--- config.mk ---
export PLATFORM = sky130hd
export DESIGN_NAME = jt12_ch_ctrl_flat
export DESIGN_NICKNAME = d
export VERILOG_FILES = /design/src/rtl/jt12_ch_ctrl_if.sv /design/src/rtl/jt12_ch_ctrl.sv /design/src/flat_wrapper.sv
export SDC_FILE = /design/constraint.sdc
export NUM_CORES = 1
export LEC_CHECK = 0
export BUFFER_PORTS_ARGS = -buffer_cell sky130_fd_sc_hd__buf_2
export CAP_MARGIN = 10
export CORE_MARGIN = 3
export CORE_UTILIZATION = 56
export DETAILED_ROUTE_END_ITERATION = 6
export PLACE_DENSITY = 0.82
export SETUP_SLACK_MARGIN = 0.4
export SYNTH_ARGS = -nofsm -noshare
export SYNTH_HDL_FRONTEND = slang
export SYNTH_SLANG_ARGS = --single-unit
export TNS_END_PERCENT = 5
--- constraint.sdc ---
create_clock -name clk -period 4.06 [get_ports clk]
set_input_delay 0.609 -clock clk [delete_from_list [all_inputs] [get_ports clk]]
set_output_delay 0.609 -clock clk [all_outputs]
set_load 0.005 [all_outputs]
--- src/rtl/jt12_ch_ctrl_if.sv ---
// CPU write bus for the JT12 channel controller: chip select, write strobe,
// address/part select, data byte, and the busy flag returned to the CPU.
interface jt12_ch_ctrl_if;
    logic       cs_n;
    logic       wr_n;
    logic [1:0] addr;
    logic [7:0] din;
    logic       busy;

    modport master (
        output cs_n,
        output wr_n,
        output addr,
        output din,
        input  busy
    );

    modport slave (
        input  cs_n,
        input  wr_n,
        input  addr,
        input  din,
        output busy
    );
endinterface

--- src/rtl/jt12_ch_ctrl.sv ---
// JT12 channel-register write controller and channel-slot sequencer.
// Decodes CPU data writes into per-channel update strobes, keeps the shared
// F-number high latch, generates the CPU busy flag and rotates the channel
// index that the register file presents to the operator pipeline.
module jt12_ch_ctrl #(
    parameter int NUM_CH      = 6,
    parameter int BUSY_CYCLES = 32
) (
    input  logic          rst,
    input  logic          clk,
    input  logic          cen,
    jt12_ch_ctrl_if.slave bus,
    output logic [7:0]    din_q,
    output logic [2:0]    up_ch,
    output logic [5:0]    latch_fnum,
    output logic          up_fnumlo,
    output logic          up_alg,
    output logic          up_pms,
    output logic [2:0]    ch,
    output logic          ch_zero
);

    // Strobe vector layout: 0 = fnum low, 1 = alg/fb, 2 = pan/ams/pms
    localparam int NUM_STB = 3;

    logic               wr_act_reg;
    logic [7:0]         sel_addr_reg;
    logic               sel_part_reg;
    logic [7:0]         din_q_reg;
    logic [2:0]         up_ch_reg;
    logic [5:0]         latch_fnum_reg;
    logic               busy_reg;
    logic [7:0]         busy_cnt_reg;
    logic [2:0]         ch_reg;
    logic [2:0]         ch_next;
    logic [NUM_STB-1:0] stb_reg;
    logic [NUM_STB-1:0] stb_next;

    logic               wr_act;
    logic               wr_acc;
    logic               addr_wr;
    logic               data_wr;
    logic [1:0]         dec_r;
    logic [5:0]         dec_grp;
    logic               dec_valid;
    logic               dec_latch;
    logic               dec_hit;

    // A held strobe must produce a single write, so only the rising edge of
    // the combined select/write condition is accepted. Data writes arriving
    // while busy are discarded; busy is the registered value, so a write on
    // the very clk that busy clears is still dropped.
    assign wr_act  = ~bus.cs_n & ~bus.wr_n;
    assign wr_acc  = wr_act & ~wr_act_reg;
    assign addr_wr = wr_acc & ~bus.addr[0];
    assign data_wr = wr_acc &  bus.addr[0] & ~busy_reg;

    // Register-address decode of the selected register for an accepted data write
    always_comb begin
        dec_r     = sel_addr_reg[1:0];
        dec_grp   = sel_addr_reg[7:2];
        dec_valid = (dec_r != 2'd3) && !((NUM_CH == 3) && sel_part_reg);
        dec_latch = 1'b0;
        stb_next  = '0;
        if (data_wr && dec_valid) begin
            case (dec_grp)
                6'h28:   stb_next[0] = 1'b1;   // 0xA0-0xA2
                6'h29:   dec_latch   = 1'b1;   // 0xA4-0xA6
                6'h2C:   stb_next[1] = 1'b1;   // 0xB0-0xB2
                6'h2D:   stb_next[2] = 1'b1;   // 0xB4-0xB6
                default: ;
            endcase
        end
        dec_hit = dec_latch | (|stb_next);
    end

    // Sample the write condition every clk for edge detection
    always_ff @(posedge clk or posedge rst) begin
        if (rst) begin
            wr_act_reg <= 1'b0;
        end else begin
            wr_act_reg <= wr_act;
        end
    end

    // Address latch, data copy, target channel and shared F-number high latch
    always_ff @(posedge clk or posedge rst) begin
        if (rst) begin
            sel_addr_reg   <= 8'd0;
            sel_part_reg   <= 1'b0;
            din_q_reg      <= 8'd0;
            up_ch_reg      <= 3'd0;
            latch_fnum_reg <= 6'd0;
        end else begin
            if (addr_wr) begin
                sel_addr_reg <= bus.din;
                sel_part_reg <= bus.addr[1];
            end
            if (data_wr) begin
                din_q_reg <= bus.din;
            end
            if (dec_hit) begin
                up_ch_reg <= {sel_part_reg, dec_r};
            end
            if (dec_latch) begin
                latch_fnum_reg <= bus.din[5:0];
            end
        end
    end

    // One-clk update strobes, independent of cen
    generate
        for (genvar gi = 0; gi < NUM_STB; gi++) begin : g_stb
            // Each strobe is high for exactly the clk after its decode
            always_ff @(posedge clk or posedge rst) begin
                if (rst) begin
                    stb_reg[gi] <= 1'b0;
                end else begin
                    stb_reg[gi] <= stb_next[gi];
                end
            end
        end
    endgenerate

    // Busy counter: loaded by an accepted data write, counts down on cen
    always_ff @(posedge clk or posedge rst) begin
        if (rst) begin
            busy_reg     <= 1'b0;
            busy_cnt_reg <= 8'd0;
        end else if (data_wr) begin
            busy_reg     <= 1'b1;
            busy_cnt_reg <= 8'(BUSY_CYCLES);
        end else if (cen && busy_reg) begin
            busy_cnt_reg <= busy_cnt_reg - 8'd1;
            if (busy_cnt_reg == 8'd1) begin
                busy_reg <= 1'b0;
            end
        end
    end

    // Channel sequencer next-state: codes 3 and 7 are skipped, and any stray
    // code falls back to 0 on the next cen
    always_comb begin
        ch_next = ch_reg;
        if (cen) begin
            case (ch_reg)
                3'd0:    ch_next = 3'd1;
                3'd1:    ch_next = 3'd2;
                3'd2:    ch_next = (NUM_CH == 3) ? 3'd0 : 3'd4;
                3'd4:    ch_next = (NUM_CH == 3) ? 3'd0 : 3'd5;
                3'd5:    ch_next = (NUM_CH == 3) ? 3'd0 : 3'd6;
                default: ch_next = 3'd0;
            endcase
        end
    end

    // Channel sequencer state register
    always_ff @(posedge clk or posedge rst) begin
        if (rst) begin
            ch_reg <= 3'd0;
        end else begin
            ch_reg <= ch_next;
        end
    end

    assign bus.busy   = busy_reg;
    assign din_q      = din_q_reg;
    assign up_ch      = up_ch_reg;
    assign latch_fnum = latch_fnum_reg;
    assign up_fnumlo  = stb_reg[0];
    assign up_alg     = stb_reg[1];
    assign up_pms     = stb_reg[2];
    assign ch         = ch_reg;
    assign ch_zero    = (ch_reg == 3'd0);

endmodule

--- src/flat_wrapper.sv ---
// flat-port wrapper written by rule: the top's interface ports become plain ports
module jt12_ch_ctrl_flat 
#(
    parameter int NUM_CH      = 6,
    parameter int BUSY_CYCLES = 32
)
  (rst, clk, cen, din_q, up_ch, latch_fnum, up_fnumlo, up_alg, up_pms, ch, ch_zero, bus_cs_n, bus_wr_n, bus_addr, bus_din, bus_busy);
  jt12_ch_ctrl_if bus_i ();
  input  logic rst;
  input  logic clk;
  input  logic cen;
  output logic [7:0] din_q;
  output logic [2:0] up_ch;
  output logic [5:0] latch_fnum;
  output logic up_fnumlo;
  output logic up_alg;
  output logic up_pms;
  output logic [2:0] ch;
  output logic ch_zero;
  input wire logic [$bits(bus_i.cs_n)-1:0] bus_cs_n;
  input wire logic [$bits(bus_i.wr_n)-1:0] bus_wr_n;
  input wire logic [$bits(bus_i.addr)-1:0] bus_addr;
  input wire logic [$bits(bus_i.din)-1:0] bus_din;
  output wire logic [$bits(bus_i.busy)-1:0] bus_busy;
  assign bus_i.cs_n = bus_cs_n;
  assign bus_i.wr_n = bus_wr_n;
  assign bus_i.addr = bus_addr;
  assign bus_i.din = bus_din;
  assign bus_busy = bus_i.busy;
  jt12_ch_ctrl #(.NUM_CH(NUM_CH), .BUSY_CYCLES(BUSY_CYCLES)) u_core (.rst(rst), .clk(clk), .cen(cen), .bus(bus_i), .din_q(din_q), .up_ch(up_ch), .latch_fnum(latch_fnum), .up_fnumlo(up_fnumlo), .up_alg(up_alg), .up_pms(up_pms), .ch(ch), .ch_zero(ch_zero));
endmodule
# Word-level counts from Yosys, hierarchy flattened
# Cells that the tools add are included.
# W data, S select, Z words.
# op_classes
reduce_logical	7
mux	12
shifts	0
n_lt_le_gt_ge	0
mul	0
eq_ne	10
addsub	1
n_bitwise	11
n_div	0
# op_table
operator	count
$eq A6 B6 Y1 const B	4
$mux W8	2
$pmux W3 S5	1
$eq A8 B1 Y1 const B	1
$mux W1	8
$sub A8 B1 Y8 const B	1
$eq A3 B3 Y1 const B	2
$and A1 B1 Y1	5
$not A1 Y1	5
$reduce_bool A2 Y1	2
$eq A3 B1 Y1 const B	1
$eq A3 B2 Y1 const B	1
$logic_not A3 Y1	1
$mux W3	1
$reduce_or A3 Y1	1
$logic_and A1 B1 Y1	2
$ne A2 B2 Y1 const B	1
$reduce_and A2 Y1	1
$or A1 B1 Y1	1
# word_totals
wordCells	53
mem_count	0
latch_bits	0
out_inout_bits	25
reg_bits	42
in_bits	15
romBits	0
mem_bits_rw	0

# Longest topological paths before layout
# depth
ltp_word	9
depth_mapped	6
ltp_nobuf	6

# Worst setup path before layout
# Ideal clock, no wire load.
# synth_timing
kind	input to register
startpoint	in bus_wr_n
endpoint	reg u_core.latch_fnum_reg[0], in the netlist u_core.latch_fnum[0]
slack_ps	2281
n_path_buf	0
setup_ps	125
cell_stages	4
t_required_ps	3935
t_arrival_ps	1655
path_cell_list	nor3_4 nand4_4 nor3b_4 mux2_2
# synth_between
elab_chain_len	7
# synth_lines
element	line	rtl
start, declared	flat_wrapper.sv:21	input wire logic [$bits(bus_i.wr_n)-1:0] bus_wr_n;
$not A1 Y1	jt12_ch_ctrl.sv:53	assign wr_act = ~bus.cs_n & ~bus.wr_n;
$and A1 B1 Y1	jt12_ch_ctrl.sv:53	
$and A1 B1 Y1	jt12_ch_ctrl.sv:54	assign wr_acc = wr_act & ~wr_act_reg;
$and A1 B1 Y1 (2 in series)	jt12_ch_ctrl.sv:56	assign data_wr = wr_acc & bus.addr[0] & ~busy_reg;
$logic_and A1 B1 Y1	jt12_ch_ctrl.sv:65	if (data_wr && dec_valid) begin
$mux W1	jt12_ch_ctrl.sv:65	
end signal, assigned	jt12_ch_ctrl.sv:106	latch_fnum_reg <= bus.din[5:0];
end, declared	jt12_ch_ctrl.sv:31	logic [5:0] latch_fnum_reg;
# No other way between the ends.
# A chain may end at the register's enable or synchronous reset.

# Worst setup path after layout
# layout_timing
startpoint	reg u_core.busy_reg, in the netlist u_core.bus.busy
endpoint	reg u_core.latch_fnum_reg[3], in the netlist u_core.latch_fnum[3]
# layout_between
elab_chain_len	4
# layout_lines
element	line	rtl
start, declared	jt12_ch_ctrl.sv:32	logic busy_reg;
start signal, assigned	jt12_ch_ctrl.sv:128	busy_reg <= 1'b0;
start signal, assigned	jt12_ch_ctrl.sv:131	busy_reg <= 1'b1;
start signal, assigned	jt12_ch_ctrl.sv:136	busy_reg <= 1'b0;
$not A1 Y1	jt12_ch_ctrl.sv:56	
$and A1 B1 Y1	jt12_ch_ctrl.sv:56	
$logic_and A1 B1 Y1	jt12_ch_ctrl.sv:65	
$mux W1	jt12_ch_ctrl.sv:65	
# No other way between the ends.

==> flow_metrics.py <==
metrics = {
    "outcome": {
        "status": "finished clean",
    },
    "setup_path": {
        "cp_data_arrival_time_ns": 2.05,
        "cp_max_fo": 7,
        "cp-start-kind": "register",
        "crit_required_ns": 4.30,
        "end_kind": "register",
        "critical_path_class": "register to register",
    },
    "synth": {
        "synth_warnings": 0,
        "ys_ff_latch": 42,
        "synthMuxAreaShare": 0.128,
        "synth_top_family_by_area": "simple AND/OR/NAND/NOR gates",
        "synth_compound_area_frac": 0.0357,
        "synthCells": 145,
        "synth-xor-area-share": 0.0100,
        "syn_nets": 162,
        "ys_seq_area_frac": 0.600,
        "synth_area_um2": 1750,
        "synth_fa_ha_area_frac": 0.0143,
        "synth-simple-area-share": 0.195,
        "syn_avg_cell_area_um2": 12.1,
        "synth_cell_types": 28,
    },
    "routing": {
        "drc": 0,
        "via_per_inst": 5.32,
        "vias": 1234,
        "ant_nets": 0,
        "wl_per_cell_um": 14.5,
        "first_pass_iters": 4,
        "drt_iter0_drc": 48,
        "drt-total-wl_um": 3360,
    },
    "flow_run": {
        "drv_cap": 0,
    },
    "place": {
        "place_hpwl_um": 2460,
        "pre_cts_slack_ns": 1.93,
        "place_inst": 224,
        "placed_area_um2": 2000,
        "portBuffers": 39,
        "place.gp.congestion": 0.738,
    },
    "power": {
        "swShare": 0.328,
        "p_clk_frac": 0.186,
        "power.density_nw_per_um2": 560,
        "p_leak_nw": 1.06,
        "seqPwrFrac": 0.550,
        "power_frac_comb": 0.263,
        "peakVddDrop_uv": 391,
        "internal_power_mw": 0.774,
        "total_power_mw": 1.15,
        "switchingPower_mw": 0.377,
    },
    "final_layout": {
        "n_antenna_cell": 0,
        "num-fill-cells": 214,
        "instances_no_fill": 232,
        "finalCoreUtilization": 0.715,
        "stdcell_area_um2": 2060,
        "nNetsFinal": 206,
        "area_growth_syn_to_layout_pct": 17.4,
        "layout-drive-gt1-share": 0.379,
    },
    "clocking": {
        "post_cts_resized": 0,
        "cts_hold_buf": 0,
        "cts.path.max_buffers": 2,
        "clock-sinks": 42,
        "root_buffer": "clkbuf_4",
        "cts_setup_buffers": 0,
        "cts_tree": "yes",
        "clock_latency_ns": 0.35,
        "htree_levels": 2,
        "clk_pin_slew_worst_paths_ns": 0.12,
        "cts_buffers": 5,
    },
    "die": {
        "dieArea_um2": 3840,
        "die_x_um": 61.9,
        "die_y_um": 61.9,
        "start_util": 0.609,
        "core-area_um2": 2880,
        "rows": 19,
        "ios": 40,
    },
    "global_route": {
        "grt_pass1_vias": 1201,
        "track_usage": 0.200,
        "grt_pass1_wl_um": 5310,
        "gr-total-overflow": 0,
        "antenna_found_initial": 0,
        "grt_start_max_net_pins": 43,
    },
    "sta": {
        "worst_pin_slew_ns": 0.639,
        "timing.slew.headroom": 0.570,
        "clock.fmax_mhz": 550,
        "min_period_ns": 1.82,
        "report.final.slew_viol_count": 0,
        "period_share": 0.448,
        "setup_viol_count_final": 0,
        "finClkSkew_ns": 0.0101,
        "fin_ws_ns": 2.24,
        "hold_viol_final": 0,
        "rsz0062_at_grt": "no",
        "fin_tns_setup_ns": 0,
        "timing.hold.ws_ns": 0.363,
    },
    "worst_hold_path": {
        "hold_path_class": "primary input to asynchronous set/reset pin",
    },
}
## critical path, stage by stage (launching register included)
cell	delay, ns
dfrtp_1	0.45
and2b_1	0.28
nand4_4	0.18
nor3b_4	0.40
mux2_2	0.39
## synth_stat cells
cell       instances  area (µm²)
nor2_1             5        18.8
or3_1              2        12.5
nor3_1             5        25.0
inv_1              5        18.8
mux2_2            19         214
xnor2_1            2        17.5
and4bb_2           1        12.5
nand4_4            1        21.3
nand3_1            2        10.0
ha_1               2        25.0
nor3b_4            1        18.8
nand4b_1           1        8.76
and2_2             1        7.51
nor4_1             2        12.5
nand4_1            1        6.26
mux2i_1            1        10.0
nor3b_1            1        7.51
and2b_1            1        7.51
a21oi_1            6        30.0
dfrtp_1           42        1050
or4_1              1        7.51
a21o_1             1        7.51
nand2_1           31         116
nor4_4             1        21.3
o21ai_0            5        25.0
nor3_4             1        16.3
nand4bb_1          1        11.3
clkbuf_1           3        11.3
## logic make-up (layout without fill, tap and decap cells)
family	after synthesis	in the layout
muxes	20	20
adders and majority gates	2	2
buffers and inverters	8	53
xor gates and xnor gates	2	2
AOI/OAI and AO/OA	12	12
and+or+nand+nor	59	59
DFF	42	42
## path summary, 6_finish.rpt
kind / start / endpoint / slack [ns] / cells past startpoint
max: u_core.bus.busy$_DFFE_PP0P_ / u_core.latch_fnum[3]$_DFFE_PP0P_ / 2.24 / 4
min: rst / u_core.up_ch[0]$_DFFE_PP0P_ / 0.36 / 3
max reg2reg: u_core.bus.busy$_DFFE_PP0P_ / u_core.latch_fnum[3]$_DFFE_PP0P_ / 2.24 / 4
min reg2reg: u_core.din_q[1]$_DFFE_PP0N_ / u_core.din_q[1]$_DFFE_PP0N_ / 0.49 / 2
max in group asynchronous: rst / u_core.busy_cnt_reg[6]$_DFFE_PP0P_ / 3.34 / 3
min in group clk: bus_din[0] / u_core.din_q[0]$_DFFE_PP0N_ / 0.46 / 3
## layer usage
metal  vias to the layer above  share of wire  global-route usage
met3                         9          0.061              0.0888
met4                         0          0.021              0.0758
li1                        590              -                   -
met2                        42           0.49               0.330
met5                         -              0                   0
met1                       593           0.42               0.231
## power by group through the flow
stage	clock network [mW]	logic, mW	registers, mW
4_1_cts	0.217	0.309	0.633
6_report	0.214	0.303	0.634
5_1_grt	0.237	0.348	0.652
3_5_place_dp	0	0.307	0.642
2_1_floorplan	0	0.181	0.630
3_3_place_gp	0	0.288	0.632
## final cells by class
class                           count  area, µm²  area share
Clock buffer                        7       55.1      0.0268
Inverter                            5       18.8     0.00913
Sequential cell                    42       1050       0.511
Clock inverter                      1       5.00     0.00243
Multi-Input combinational cell     95        671       0.326
Tap cell                           42       52.6      0.0256
Timing Repair Buffer               40        203      0.0986
## placed cells by master (no fill, tap or decap), drive strengths merged
cell type,count
and2,1
ha,2
nand4bb,1
nor2,5
inv,5
dfrtp,42
and4bb,1
a21o,1
xnor2,2
a21oi,6
nor3,6
mux2,19
or3,2
nor3b,2
buf,40
nand4b,1
or4,1
nor4,3
nand2,31
and2b,1
mux2i,1
clkinv,1
nand3,2
o21ai,5
nand4,2
clkbuf,7
(Power assumes the default switching activity.)
